[src/rtl/pt_loader.sv]
// Page-table loader: copies ENTRIES consecutive memory words into the
// special-register page table at SR_BASE.., one read then one SR write each.
// Optional feature macro: PT_LOADER_CHKSUM_EN (running XOR of loaded words).
// Ports:
//   i_clk, i_rst_n                 clock, async active-low reset
//   i_start, i_base_addr           load request and memory address of entry 0
//   o_busy, o_done, o_err          status: in progress, done pulse, sticky abort
//   o_mem_req/addr, i_mem_ack/data/err   memory read handshake
//   o_sr_addr/data/we              special-register write port
//   o_pag_block                    paging inhibit (mirrors o_busy)
//   o_checksum                     XOR of loaded entries (0 when feature off)
module pt_loader #(
  parameter int unsigned ENTRIES = 16,
  parameter logic [15:0] SR_BASE = 16'h200
) (
  input  logic        i_clk,
  input  logic        i_rst_n,
  input  logic        i_start,
  input  logic [23:0] i_base_addr,
  output logic        o_busy,
  output logic        o_done,
  output logic        o_err,
  output logic        o_mem_req,
  output logic [23:0] o_mem_addr,
  input  logic        i_mem_ack,
  input  logic [15:0] i_mem_data,
  input  logic        i_mem_err,
  output logic [15:0] o_sr_addr,
  output logic [15:0] o_sr_data,
  output logic        o_sr_we,
  output logic        o_pag_block,
  output logic [15:0] o_checksum
);

  localparam int unsigned IDX_W  = (ENTRIES > 1) ? $clog2(ENTRIES) : 1;
  localparam int unsigned ADDR_W = 24;
  localparam int unsigned DATA_W = 16;
  localparam logic [IDX_W-1:0] LAST_IDX = IDX_W'(ENTRIES - 1);

  typedef enum logic [1:0] {IDLE, FETCH, WRITE, DONE} state_t;

  state_t              state_q, state_d;
  logic [IDX_W-1:0]    idx_q, idx_d;
  logic [ADDR_W-1:0]   base_q, base_d;
  logic [DATA_W-1:0]   word_q, word_d;
  logic                err_d;

  // Next-state and datapath update
  always_comb begin
    state_d = state_q;
    idx_d   = idx_q;
    base_d  = base_q;
    word_d  = word_q;
    err_d   = o_err;
    case (state_q)
      IDLE: begin
        if (i_start) begin
          base_d  = i_base_addr;
          idx_d   = '0;
          err_d   = 1'b0;
          state_d = FETCH;
        end
      end
      FETCH: begin
        if (i_mem_ack) begin
          if (i_mem_err) begin
            err_d   = 1'b1;
            state_d = IDLE;
          end else begin
            word_d  = i_mem_data;
            state_d = WRITE;
          end
        end
      end
      WRITE: begin
        if (idx_q == LAST_IDX) begin
          state_d = DONE;
        end else begin
          idx_d   = idx_q + IDX_W'(1);
          state_d = FETCH;
        end
      end
      DONE:    state_d = IDLE;
      default: state_d = IDLE;
    endcase
  end

  // State, datapath and registered outputs; outputs are decoded from the
  // next state so they line up with the state they describe.
  always_ff @(posedge i_clk or negedge i_rst_n) begin
    if (!i_rst_n) begin
      state_q    <= IDLE;
      idx_q      <= '0;
      base_q     <= '0;
      word_q     <= '0;
      o_busy     <= 1'b0;
      o_done     <= 1'b0;
      o_err      <= 1'b0;
      o_mem_req  <= 1'b0;
      o_mem_addr <= '0;
      o_sr_we    <= 1'b0;
      o_sr_addr  <= '0;
      o_sr_data  <= '0;
    end else begin
      state_q    <= state_d;
      idx_q      <= idx_d;
      base_q     <= base_d;
      word_q     <= word_d;
      o_busy     <= (state_d != IDLE);
      o_done     <= (state_d == DONE);
      o_err      <= err_d;
      o_mem_req  <= (state_d == FETCH);
      o_mem_addr <= base_d + ADDR_W'(idx_d);
      o_sr_we    <= (state_d == WRITE);
      o_sr_addr  <= SR_BASE + DATA_W'(idx_d);
      o_sr_data  <= word_d;
    end
  end

  assign o_pag_block = o_busy;

`ifdef PT_LOADER_CHKSUM_EN
  logic [DATA_W-1:0] chk_d;

  // Running XOR: cleared on an accepted start, folded on each good read
  always_comb begin
    chk_d = o_checksum;
    if (state_q == IDLE && i_start) begin
      chk_d = '0;
    end else if (state_q == FETCH && i_mem_ack && !i_mem_err) begin
      chk_d = o_checksum ^ i_mem_data;
    end
  end

  always_ff @(posedge i_clk or negedge i_rst_n) begin
    if (!i_rst_n) begin
      o_checksum <= '0;
    end else begin
      o_checksum <= chk_d;
    end
  end
`else
  assign o_checksum = '0;
`endif

endmodule

[config.mk]
export PLATFORM = sky130hd
export DESIGN_NAME = pt_loader
export DESIGN_NICKNAME = d
export VERILOG_FILES = /design/src/rtl/pt_loader.sv
export SDC_FILE = /design/constraint.sdc
export NUM_CORES = 1
export LEC_CHECK = 0
export ABC_AREA = 0
export CORE_ASPECT_RATIO = 0.5
export CORE_MARGIN = 2
export CORE_UTILIZATION = 45
export CTS_CLUSTER_SIZE = 20
export DETAILED_ROUTE_END_ITERATION = 12
export MAX_ROUTING_LAYER = met4
export PLACE_DENSITY_LB_ADDON = 0.2
export SLEW_MARGIN = 10
export SYNTH_ARGS = -nofsm -noshare
export SYNTH_HDL_FRONTEND = slang
export SYNTH_SLANG_ARGS = --single-unit
[constraint.sdc]
create_clock -name i_clk -period 3.9 [get_ports i_clk]
set_input_delay 0.39 -clock i_clk [delete_from_list [all_inputs] [get_ports i_clk]]
set_output_delay 0.39 -clock i_clk [all_outputs]
set_load 0.05 [all_outputs]
* After elaboration in Yosys (flattened, before gate mapping)
Index checks and enable logic that the tools add are counted.
Word-level totals: logic and storage cells 44, memories 0, latch bits 0, input bits 45, register bits 86, RAM bits 0, output and inout port bits 78, bits in read-only memories 0
Operators by class: equality and inequality tests 10, bitwise logic cells 1, reduce and logical (&&, ||, !) cells 5, $add $sub $neg 3, divide/modulo/power cells 0, shifts and indexed selects 0, multipliers 0, magnitude comparators 0, muxes and demuxes 14
Operators with widths (number):
- $mux 24 | 2
- $add 24x4->24 | 1
- $add 10x4->11 const A | 1
- $eq 2x2->1 const B | 4
- $mux 2 | 4
- $mux 4 | 2
- $pmux 2 s4 | 1
- $pmux 4 s2 | 1
- $ne 2x2->1 const B | 3
- $add 4x1->4 const B | 1
- $eq 2x1->1 const B | 2
- $eq 4x4->1 const B | 1
- $reduce_and 4->1 | 1
- $reduce_bool 2->1 | 2
- $mux 1 | 3
- $reduce_and 3->1 | 1
- $logic_not 2->1 | 1
- $pmux 1 s2 | 1
- $not 1->1 | 1

* Logic depth before layout (Yosys ltp)
Gate-level depths: netlist of the first run.
word-level depth 4, mapped depth 13, depth with buffers taken out 12

* Worst setup path after synthesis of the first run
No wires, ideal clock.
kind reg-to-reg, start point register idx_q[1], end point register o_mem_addr[6], slack 0.693 ns, required time 3.775 ns, clock period less this slack 3.207 ns, path buffers 0, stages on the path, launching flop included 13, setup time 0.125 ns, arrival time 3.082 ns, cell sequence dfrtp_1 ha_1 and3_1 nor2_1 mux2_2 a22o_1 ha_1 fa_1 a21o_1 a21oi_1 or2_2 nor2_1 xor2_1
Between the ends: longest elaborated chain between the ends 4, elaborated cells between the ends (all ways) 6, those cells by class add/sub (2); eq/ne (1); mux (3)
Ends and longest elaborated chain:
- from (decl) | RTL line 43 | logic [IDX_W-1:0] idx_q, idx_d;
- from (signal assigned) | RTL line 106 | idx_q <= idx_d;
- $eq 4x4->1 | RTL line 76 | if (idx_q == LAST_IDX) begin
- $mux 4 | RTL line 76
- $pmux 4 s2 | RTL line 55 | case (state_q)
- net idx_d[0] | RTL line 43
- $add 24x4->24 | RTL line 113 | o_mem_addr <= base_d + ADDR_W'(idx_d);
- to (signal assigned) | RTL line 113
- to (decl) | RTL line 24 | output logic [23:0] o_mem_addr,
The timed path passes the listed nets, and every way through them passes these cells. A chain may end at the register's enable or synchronous reset.

* Worst setup path after layout of the first run
Ends and elaborated chain as after synthesis.

==> results of run 1 <==
-- per-stage QoR --
stage / std cells / area, um^2 / power (mW)
finish: 545 / 4867 / 3.948
global route: 545 / 4867 / 4.136
CTS: 545 / 4867 / 3.981
detailed placement: 529 / 4531 / 3.055
global placement: 529 / 4531 / 3.014
floorplan: 360 / 3660 / 2.467
-- worst paths after layout --
path	startpoint	endpoint	slack (ps)
worst max-delay path	idx_q[1]	o_mem_addr[6]	750
worst min-delay path	i_rst_n	base_q[9]	210
worst max register to register	idx_q[1]	o_mem_addr[6]	750
worst min register to register	base_q[0]	base_q[0]	490
max in group asynchronous	i_rst_n	o_err	3090
min in group i_clk	base_q[0]	base_q[0]	490
-- flip-flops by register name, summed over array words and instances (netlist names) --
name	flops
o_mem_req	1
o_done	1
o_sr_addr	2
base_q	24
word_q	16
state_q	2
o_mem_addr	24
o_busy	1
idx_q	3
o_sr_we	1
o_err	1
-- power groups by stage --
stage,sequential [mW],combinational (mW),clock [mW]
after floorplan,1.94,0.528,0
after detailed placement,1.26,1.79,0
final,1.25,1.78,0.913
after global placement,1.25,1.76,0
after CTS,1.26,1.79,0.931
after global routing,1.29,1.88,0.973
-- final cells by class --
cell class,instances,area [um^2],area share (%)
Multi-Input combinational cell,238,1485,30.51
Clock inverter,4,70.07,1.440
Inverter,8,30.03,0.6170
Clock buffer,12,266.5,5.476
Tap cell,108,135.1,2.776
Timing Repair Buffer,99,978.4,20.10
Sequential cell,76,1902,39.07
-- layer usage --
layer | wire [um] | GRT usage, % | up-vias
met4 | 121 | 7.124 | 0
met2 | 3508 | 30.82 | 120
met5 | 0 | - | -
met1 | 3291 | 21.78 | 1262
li1 | - | - | 1271
met3 | 578 | 5.863 | 13
-- Yosys cell counts (all sizes together) (2+ instances only) --
| library cell | n | area [um^2] |
|---|---|---|
| xnor2 | 17 | 148.9 |
| inv | 8 | 30.03 |
| a22o | 3 | 26.28 |
| nand3 | 14 | 70.07 |
| o22ai | 3 | 18.77 |
| conb | 2 | 7.510 |
| clkbuf | 6 | 23.77 |
| o21a | 2 | 15.01 |
| nor2 | 9 | 33.78 |
| buf | 32 | 231.5 |
| and4 | 5 | 43.79 |
| nand4 | 8 | 50.05 |
| mux2 | 18 | 206.4 |
| nor3 | 5 | 25.02 |
| a21oi | 6 | 30.03 |
| dfrtp | 76 | 1902 |
| nor3b | 3 | 27.52 |
| nor4 | 3 | 48.80 |
| and3 | 2 | 12.51 |
| ha | 5 | 62.56 |
| a21o | 2 | 15.01 |
| or2 | 2 | 12.51 |
| xor2 | 4 | 35.03 |
| o21ai | 10 | 50.04 |
| mux2i | 7 | 70.07 |
| nand2 | 72 | 270.3 |
-- worst max-delay path, delay by kind of cell, from the launching register on --
kind / cells / cell delay, ps
compound gates: 3 / 750
simple gates: 4 / 550
xor+xnor: 1 / 150
fa+ha+maj: 3 / 900
flops: 1 / 420
mux: 1 / 290
-- cells by family after synthesis --
logic type | synth area share, %
simple gates | 17.81
flops | 53.39
buf+inv | 8.008
compound gates | 5.339
mux | 7.762
xor+xnor | 5.163
fa+ha+maj | 2.318
other cells | 0.2108
-- cells in the final DEF, fill, tap and decap left out, types with 2 or more instances in the layout --
master,instances
clkdlybuf4s50_1,94
dfrtp_1,76
nand2_1,72
conb_1,28
mux2_2,17
xnor2_1,17
nand3_1,14
nor2_1,9
clkbuf_16,9
inv_1,8
nand4_1,8
o21ai_0,7
mux2i_1,7
a21oi_1,6
and4_1,5
nor3_1,5
ha_1,5
buf_4,5
xor2_1,4
a22o_1,3
o21ai_1,3
o22ai_1,3
clkbuf_8,3
and3_1,2
o21a_1,2
nor4_4,2
a21o_1,2
nor3b_1,2
or2_2,2
bufinv_16,2
clkinv_2,2
==> results by group, run 1 <==
Routing
  – Post-route DRC: 0
  – Drt total wl: between 7 and 8 mm
  – Antenna viol nets, final: 0
  – Vias/cell: a little under 5
  – DRT iter0 DRCs: 200
  – WL/cell: 13.76 um
  – Number of detailed-route iterations in the first pass: 4
  – Via count: 2,666

Yosys
  – Synthesized area: about 0.0036 mm^2
  – Post-synth ARST share: between 90% and 100%
  – Cells after Synth: 334
  – Number of synthesized flops with an enable pin: 0
  – Post-Syn Area per Cell: between 10 and 15 um^2
  – Post-synth top flop: dfrtp_1
  – Yosys warnings: 0
  – Post-synthesis sequential area ratio: a little over half
  – Synth Register Bits: 76
  – Yosys cell types: 43

Run status
  – Status: finished, final reports clean

GRT
  – Total GRT Usage: approximately a fifth
  – Initial antenna violation count: 0
  – Congestion Overflow GR: 0
  – Number of global-route vias before repair: roughly 2,600
  – First-pass GRT wire length: roughly 12 mm
  – Pin count of the biggest net entering global routing: 77

Pwr
  – Clk pwr share: 23.1%
  – Net Sw Frac: about two fifths
  – VDD IR max: between 0.3 and 0.4 mV
  – Logic pwr share: 45.2%
  – Cell Pwr Density: approximately 810 mW/mm^2
  – Reg power frac: between 30% and 40%
  – P_leak: 2.208 nW
  – Psw: between 1.5 and 2 mW
  – Pint: between 2 and 2.5 mW

Clock tree
  – CTS tree: built
  – Clock tree sinks: 76
  – Reg clk slew, reported paths: around 60 ps
  – Inserted Clock Buffers: 9
  – CTS Hold Buffers Added: 0
  – CTS resizes: 0
  – Setup repair bufs after CTS: 0
  – H-tree depth: 3
  – CTS Buffer Depth: 2
  – Later-pin clock latency in the skew report: 330 ps
  – Clock root buffer: clkbuf_16

Critical path
  – Crit-path cells: ha_1 > and3_1 > nor2_1 > mux2_2 > a22o_1 > ha_1 > fa_1 > a21o_1 > a21oi_1 > or2_2 > nor2_1 > xor2_1
  – Critical path startpoint category: register
  – Critical Path Sink Type: register
  – WS Path Type: reg2reg
  – Slowest cell on crit path: dfrtp_1
  – Worst EP required: slightly above 4000 ps
  – Worst R2R Path Depth: 12
  – Crit path largest cell delay: 420 ps
  – Critical path arrival: roughly 3400 ps
  – Critical Path Fanout Max: 5

STA
  – Rel. slew slack: 31.46%
  – RSZ-0062 raised after global routing: false
  – Tcrit/Tclk final: between 80 and 90%
  – Worst Tran Pin Value: 999.5 ps
  – Skew final: about 4.7 ps
  – Final worst slack: between 700 and 800 ps
  – Period minus WS final: 3152 ps
  – Min Hold Slack: between 200 and 250 ps
  – Max-slew violations: 0
  – Fin. Hold Viols: 0
  – Final TNS setup: 0 ps
  – # setup viols final: 0
  – Fmax: ~320 MHz

Floorplanning
  – Initial Util: 47.58%
  – Die area: just under 0.009 mm^2
  – Vert. Die Dim: 66.91 um
  – Row count: 22
  – I/O pin count: approximately 120
  – Core Area: 0.007487 mm^2
  – Die width: 129.8 um

Min path
  – Hold WC Path Type: in2async

Placement
  – Placer congestion estimate: 0.8749
  – # port buffers: 95
  – Pre-CTS setup slack: around 500 ps
  – Dpl hpwl: between 5 and 6 mm

Cells and area
  – Synth-to-Final Area Change: 36.64%
  – Final core utilization: approximately 65%
  – Final-stage net count: between 400 and 500
  – Share of layout cells above drive strength 1: between 10% and 20%
  – # diodes: 0
  – FILL cells: slightly below 600

Flow run
  – Max cap viols: 0
(Power assumes the default switching activity.)
==> run 2: changes to the inputs <==
==> constraint.sdc (replaced) <==
create_clock -name i_clk -period 2.9 [get_ports i_clk]
set_input_delay 0.29 -clock i_clk [delete_from_list [all_inputs] [get_ports i_clk]]
set_output_delay 0.29 -clock i_clk [all_outputs]
set_load 0.05 [all_outputs]
==> run 2 against run 1 <==
  * Fmax grew 12%
  * Critical path type unchanged
  * Critical path depth increased by 1
  * Sequential cell count unchanged
  * Wire length rose by 3.5%
  * Total power is 32% higher
  * Hold slack lost 120 ps
  * Via count is 1.5% higher
  * First-iteration DRC count decreased by 11%
  * Combinational power is 39% higher
  * Highest routed layer unchanged
  * Non-clock buffer count up 14
  * Clock power rose by 15%
==> results by group, run 2 (synthesis gave the netlist of run 1 again) <==
STA
  – # setup viols final: 0 (unchanged)
  – Fmax: 356.6 MHz (+12%)
  – Skew final: 3.498 ps (-1.177 ps)
  – Rel. slew slack: 37.95% (+6.5 points)
  – Final worst slack: 95.53 ps (-652.6 ps)
  – Fin. Hold Viols: 0 (unchanged)
  – Final TNS setup: 0 ps (unchanged)
  – Max-slew violations: 0 (unchanged)
  – Worst Tran Pin Value: 930.7 ps (-68.77 ps)
  – Period minus WS final: 2804 ps (-347.4 ps)
  – Tcrit/Tclk final: 96.71% (+16 points)
  – Min Hold Slack: 85.74 ps (-120.2 ps)

Critical path
  – Crit Reg-Reg Startpoint: idx_q[1]
  – Critical Path Fanout Max: 8 (+3)
  – Setup crit start: idx_q[1]
  – WS Path Type: reg2reg
  – Critical path startpoint category: register
  – Critical Path Sink Type: register
  – Crit path largest cell delay: 410 ps (about the same)
  – Slowest cell on crit path: dfrtp_2
  – Worst EP required: 3150 ps (-970 ps)
  – Worst R2R Path Depth: 13 (+1)
  – Critical path arrival: 3060 ps (-310 ps)
  – Crit-path cells: ha_4 > and3_4 > nor2_1 > mux2_2 > a22o_1 > ha_2 > fa_2 > a21o_1 > a21oi_4 > nor4_4 > buf_6 > nand3_1 > xnor2_1

Routing
  – Top sig layer: met4
  – DR WL met3: 599 um (+3.6%)
  – DRT iter0 DRCs: 178 (-11%)
  – WL met1: 3.365 mm (+2.2%)
  – Antenna viol nets, final: 0 (unchanged)
  – Number of detailed-route iterations in the first pass: 4 (unchanged)
  – Met2 wire len: 3.694 mm (+5.3%)
  – Vias/cell: 4.843 (-1.0%)
  – Via count: 2,707 (+1.5%)
  – Drt total wl: 7.759 mm (+3.5%)
  – WL/cell: 13.88 um (+0.88%)
  – Post-route DRC: 0 (unchanged)

GRT
  – Congestion Overflow GR: 0 (unchanged)
  – Pin count of the biggest net entering global routing: 77 (unchanged)
  – Total GRT Usage: 19.48% (+0.79 points)
  – First-pass GRT wire length: 12.40 mm (+2.9%)
  – Initial antenna violation count: 0 (unchanged)
  – Number of global-route vias before repair: 2,572 (-2.1%)

Clock tree
  – Reg clk slew, reported paths: 50 ps (about the same)
  – CTS tree: built
  – Later-pin clock latency in the skew report: 330 ps (about the same)
  – CTS Buffer Depth: 2 (unchanged)
  – Inserted Clock Buffers: 9 (unchanged)
  – H-tree depth: 3 (unchanged)
  – Clock root buffer: clkbuf_16
  – Clock tree sinks: 76 (unchanged)

Placement
  – Dpl cells: 541 (+2.3%)
  – Placed inst area: 0.004642 mm^2 (+2.5%)
  – Placer congestion estimate: 0.8877 (+1.5%)
  – # port buffers: 95 (unchanged)
  – Dpl hpwl: 5.561 mm (+0.62%)
  – Pre-CTS setup slack: -61.54 ps (-561.8 ps)

Floorplanning
  – I/O pin count: 123 (unchanged)
  – Row count: 22 (unchanged)
  – Core Area: 0.007487 mm^2 (unchanged)
  – Die width: 129.8 um (unchanged)
  – Vert. Die Dim: 66.91 um (unchanged)
  – Initial Util: 47.58% (unchanged)
  – Die area: 0.008687 mm^2 (unchanged)

Cells and area
  – # diodes: 0 (unchanged)
  – Synth-to-Final Area Change: 39.27%
  – FF+latch area: 0.001907 mm^2 (+0.26%)
  – Most common cell after layout, fill and taps aside: clkdlybuf4s50_1
  – Non-filler cells in the finished layout: 559 (+2.6%)
  – Multi-input logic area: 0.001523 mm^2 (+2.5%)
  – Fin area: 0.004961 mm^2 (+1.9%)
  – Final core utilization: 66.26% (+1.3 points)
  – Final-stage net count: 497 (+2.9%)
  – Largest regs: base_q: 24 flops, o_mem_addr: 24 flops, word_q: 16 flops
  – FILL cells: 608 (+3.4%)
  – Commonest cells after routing, fill and taps aside: 94 x clkdlybuf4s50_1, 72 x nand2_1, 72 x dfrtp_1, 28 x conb_1, 18 x buf_4
  – Share of layout cells above drive strength 1: 14.19% (+3.9 points)

Min path
  – Hold WC Path Type: in2async

Flow run
  – Max cap viols: 0 (unchanged)

Pwr
  – P_leak: 2.233 nW (+1.1%)
  – VDD IR max: 0.3893 mV (+30%)
  – Cell Pwr Density: 1051 mW/mm^2 (+30%)
  – Total power: 5.214 mW (+32%)

Run status
  – Status: finished, final reports clean
## run 2: power by group
group | internal (mW) | switching [mW]
clock | 0.666 | 0.388
sequential | 1.47 | 0.217
combinational | 0.865 | 1.61
total | 3.00 | 2.21
## run 2: what timing repair did
item,CTS,global route
hold endpoints to repair,0,0
resized for setup,0,6
buffers inserted,0,3
hold buffers,0,0
setup endpoints to repair,0,19
## run 2: worst paths after layout
kind,slack [ps],end
min,90,o_mem_addr[9]
max in group asynchronous,2140,o_sr_addr[3]
min reg2reg,480,base_q[3]
max reg2reg,100,o_mem_addr[22]
max,100,o_mem_addr[22]
min in group i_clk,480,base_q[3]
## run 2: per-layer routing
layer  vias up  track usage [%]
li1       1304                -
met2       130            30.96
met4         0            7.392
met1      1261            23.59
met3        12            6.185
met5         -                -
## run 2: worst max-delay path: cells and delay by family, from the launching register on
| family | cells | cell delay, ps |
|---|---|---|
| AND/OR/NAND/NOR | 4 | 430 |
| multiplexers | 1 | 270 |
| flip-flops | 1 | 410 |
| buffers and inverters | 1 | 180 |
| AO/OA/AOI/OAI | 3 | 600 |
| adder cells (fa/ha/maj) | 3 | 720 |
| XOR/XNOR | 1 | 120 |
## run 2: cell type report
class	instances	share of cell area, %
inverter	8	0.6053
clock inverter	2	0.7062
sequential	76	38.44
tap	108	2.724
multi-input combinational	238	30.69
timing repair buffer	113	21.92
clock buffer	14	4.918
==> run 3: changes to the inputs <==
--- a/config.mk
+++ b/config.mk
@@ -6,13 +6,16 @@
 export NUM_CORES = 1
 export LEC_CHECK = 0
 export ABC_AREA = 0
+export CELL_PAD_IN_SITES_DETAIL_PLACEMENT = 2
+export CELL_PAD_IN_SITES_GLOBAL_PLACEMENT = 2
 export CORE_ASPECT_RATIO = 0.5
 export CORE_MARGIN = 2
-export CORE_UTILIZATION = 45
+export CORE_UTILIZATION = 27
 export CTS_CLUSTER_SIZE = 20
 export DETAILED_ROUTE_END_ITERATION = 12
 export MAX_ROUTING_LAYER = met4
 export PLACE_DENSITY_LB_ADDON = 0.2
+export SETUP_SLACK_MARGIN = 0.5
 export SLEW_MARGIN = 10
 export SYNTH_ARGS = -nofsm -noshare
 export SYNTH_HDL_FRONTEND = slang
==> run 3 against run 2 <==
  * Global-route usage down 3.2 points
  * Wire length up 42%
  * Total power up 7.8%
  * Utilization down 23 points
  * Setup slack better by 65 ps
  * Clock power up 16%
  * Count of clock-buffer cells in the layout down 5
  * Via count up 5.4%
  * Die area up 63%
  * Clock skew up 4.7 ps
  * Sequential power about the same
  * Non-clock buffer count up 14
==> results by group, run 3 (synthesis gave the netlist of run 1 again) <==
Floorplanning
  – Die area: 0.01418 mm^2 (+63%)
  – I/O pin count: 123 (unchanged)
  – Core Area: 0.01277 mm^2 (+71%)
  – Vert. Die Dim: 85.22 um (+27%)
  – Die width: 166.4 um (+28%)
  – Row count: 29 (+32%)
  – Initial Util: 27.89% (-20 points)

Cells and area
  – # diodes: 0 (unchanged)
  – Final-stage net count: 511 (+2.8%)
  – Synth-to-Final Area Change: 53.85%
  – Non-filler cells in the finished layout: 635 (+14%)
  – FILL cells: 1,294 (+110%)
  – Share of layout cells above drive strength 1: 25.59% (+11 points)
  – Commonest cells after routing, fill and taps aside: 94 x clkdlybuf4s50_1, 70 x dfrtp_1, 65 x nand2_1, 28 x conb_1, 28 x buf_4
  – Largest regs: base_q: 24 flops, o_mem_addr: 24 flops, word_q: 16 flops
  – Most common cell after layout, fill and taps aside: clkdlybuf4s50_1

STA
  – Final worst slack: 160.1 ps (+64.61 ps)
  – Fmax: 365.0 MHz (+2.4%)
  – Tcrit/Tclk final: 94.48% (-2.2 points)
  – Max-slew violations: 0 (unchanged)
  – # setup viols final: 0 (unchanged)
  – Skew final: 8.174 ps (+4.676 ps)
  – Worst Tran Pin Value: 972.7 ps (+42.03 ps)
  – Rel. slew slack: 34.47% (-3.5 points)
  – Fin. Hold Viols: 0 (unchanged)
  – Period minus WS final: 2740 ps (-64.61 ps)
  – RSZ-0062 raised after global routing: true

Pwr
  – Clk pwr share: 21.7% (+1.5 points)
  – Pint: 3.178 mW (+5.8%)
  – Reg power frac: 30.4% (-2.0 points)
  – Net Sw Frac: 43.48% (+1.1 points)
  – VDD IR max: 0.4574 mV (+17%)
  – Psw: 2.444 mW (+11%)
  – Logic pwr share: 47.9% (+0.5 points)
  – P_leak: 2.484 nW (+11%)
  – Cell Pwr Density: 1026 mW/mm^2 (-2.4%)

Routing
  – DRT iter0 DRCs: 104 (-42%)
  – Post-route DRC: 0 (unchanged)
  – WL/cell: 17.39 um (+25%)
  – Number of detailed-route iterations in the first pass: 3 (-1)
  – Antenna viol nets, final: 0 (unchanged)
  – Vias/cell: 4.494 (-7.2%)
  – Via count: 2,854 (+5.4%)
  – Drt total wl: 11.04 mm (+42%)

Clock tree
  – CTS Buffer Depth: 2 (unchanged)
  – Inserted Clock Buffers: 9 (unchanged)
  – CTS tree: built
  – Clock tree sinks: 76 (unchanged)
  – H-tree depth: 3 (unchanged)
  – Later-pin clock latency in the skew report: 340 ps (about the same)
  – CTS Hold Buffers Added: 0 (unchanged)
  – Clock root buffer: clkbuf_16
  – Reg clk slew, reported paths: 60 ps (about the same)

GRT
  – Total GRT Usage: 16.23% (-3.2 points)
  – Number of global-route vias before repair: 3,194 (+24%)
  – Pin count of the biggest net entering global routing: 77 (unchanged)
  – First-pass GRT wire length: 17.24 mm (+39%)
  – Initial antenna violation count: 0 (unchanged)
  – Congestion Overflow GR: 0 (unchanged)

Min path
  – Hold WC Path Type: in2async

Placement
  – Placer congestion estimate: 0.7833 (-12%)
  – Pre-CTS setup slack: -99.43 ps (-37.88 ps)
  – # port buffers: 95 (unchanged)
  – Dpl cells: 607 (+12%)
  – Dpl hpwl: 7.678 mm (+38%)

Flow run
  – Max cap viols: 0 (unchanged)

Critical path
  – WS Path Type: reg2reg
  – Worst R2R Path Depth: 13 (unchanged)
  – Worst EP required: 3120 ps (-30 ps)
  – Critical path startpoint category: register
  – Critical Path Fanout Max: 4 (-4)
  – Critical path arrival: 2960 ps (-100 ps)
  – Critical Path Sink Type: register

Run status
  – Status: finished, final reports clean
run 3: power groups by stage:
stage               clock network, mW  registers (mW)  logic (mW)
finish                           1.22            1.71        2.69
global route                     1.30            1.76        2.84
CTS                              1.25            1.71        2.63
detailed placement                  0            1.73        2.53
global placement                    0            1.71        2.48
floorplan                           0            2.61       0.747
run 3: cell type report:
| class | count | area [um^2] | share of cell area, % |
|---|---|---|---|
| clock inverter | 7 | 101.3 | 1.849 |
| inverter | 8 | 30.03 | 0.5479 |
| sequential | 76 | 1909 | 34.84 |
| clock buffer | 9 | 225.2 | 4.110 |
| tap | 170 | 212.7 | 3.881 |
| multi-input combinational | 238 | 1785 | 32.58 |
| timing repair buffer | 127 | 1216 | 22.19 |
run 3: final timing paths:
path	startpoint	endpoint	slack, ps
max	idx_q[1]	o_mem_addr[6]	160
min	i_rst_n	o_mem_addr[18]	80
max reg2reg	idx_q[1]	o_mem_addr[6]	160
min reg2reg	base_q[23]	base_q[23]	510
max in group asynchronous	i_rst_n	o_sr_addr[3]	2080
min in group i_clk	base_q[23]	base_q[23]	510
run 3: timing repair:
| item | CTS | global route |
|---|---|---|
| buffers inserted | 8 | 4 |
| pin swaps | 11 | 14 |
| setup endpoints to repair | 21 | 21 |
| resized for setup | 22 | 27 |
run 3: layer usage:
| layer | wire length [um] | GRT usage, % |
|---|---|---|
| met1 | 4807 | 18.73 |
| met2 | 5600 | 28.02 |
| met3 | 484 | 4.291 |
| met4 | 148 | 5.016 |
| met5 | 0 | - |
run 3: critical path: stages (launching register included):
cell     delay (ps)
dfrtp_2         390
ha_4            140
and3_4          210
nor2_2           50
mux2_4          280
a22o_4          240
ha_4            180
fa_2            340
a21o_1          190
a21oi_4         170
buf_6           120
or2_4           110
nor2_1           50
xor2_1          160
run 3: through the flow:
step | instance area [um^2] | setup TNS (ps) | power [mW] | hold slack (ps) | util (%)
6_report | 5480 | 0 | 5.622 | 75.85 | 42.91
5_1_grt | 5480 | 0 | 5.901 | 166.3 | 42.91
4_1_cts | 5290 | 0 | 5.593 | 152.0 | 41.42
3_5_place_dp | 4808 | -772.7 | 4.258 | 472.0 | 37.65
3_3_place_gp | 4808 | -14.61 | 4.188 | 467.9 | 37.65
2_1_floorplan | 3757 | 0 | 3.360 | -5.591 | -
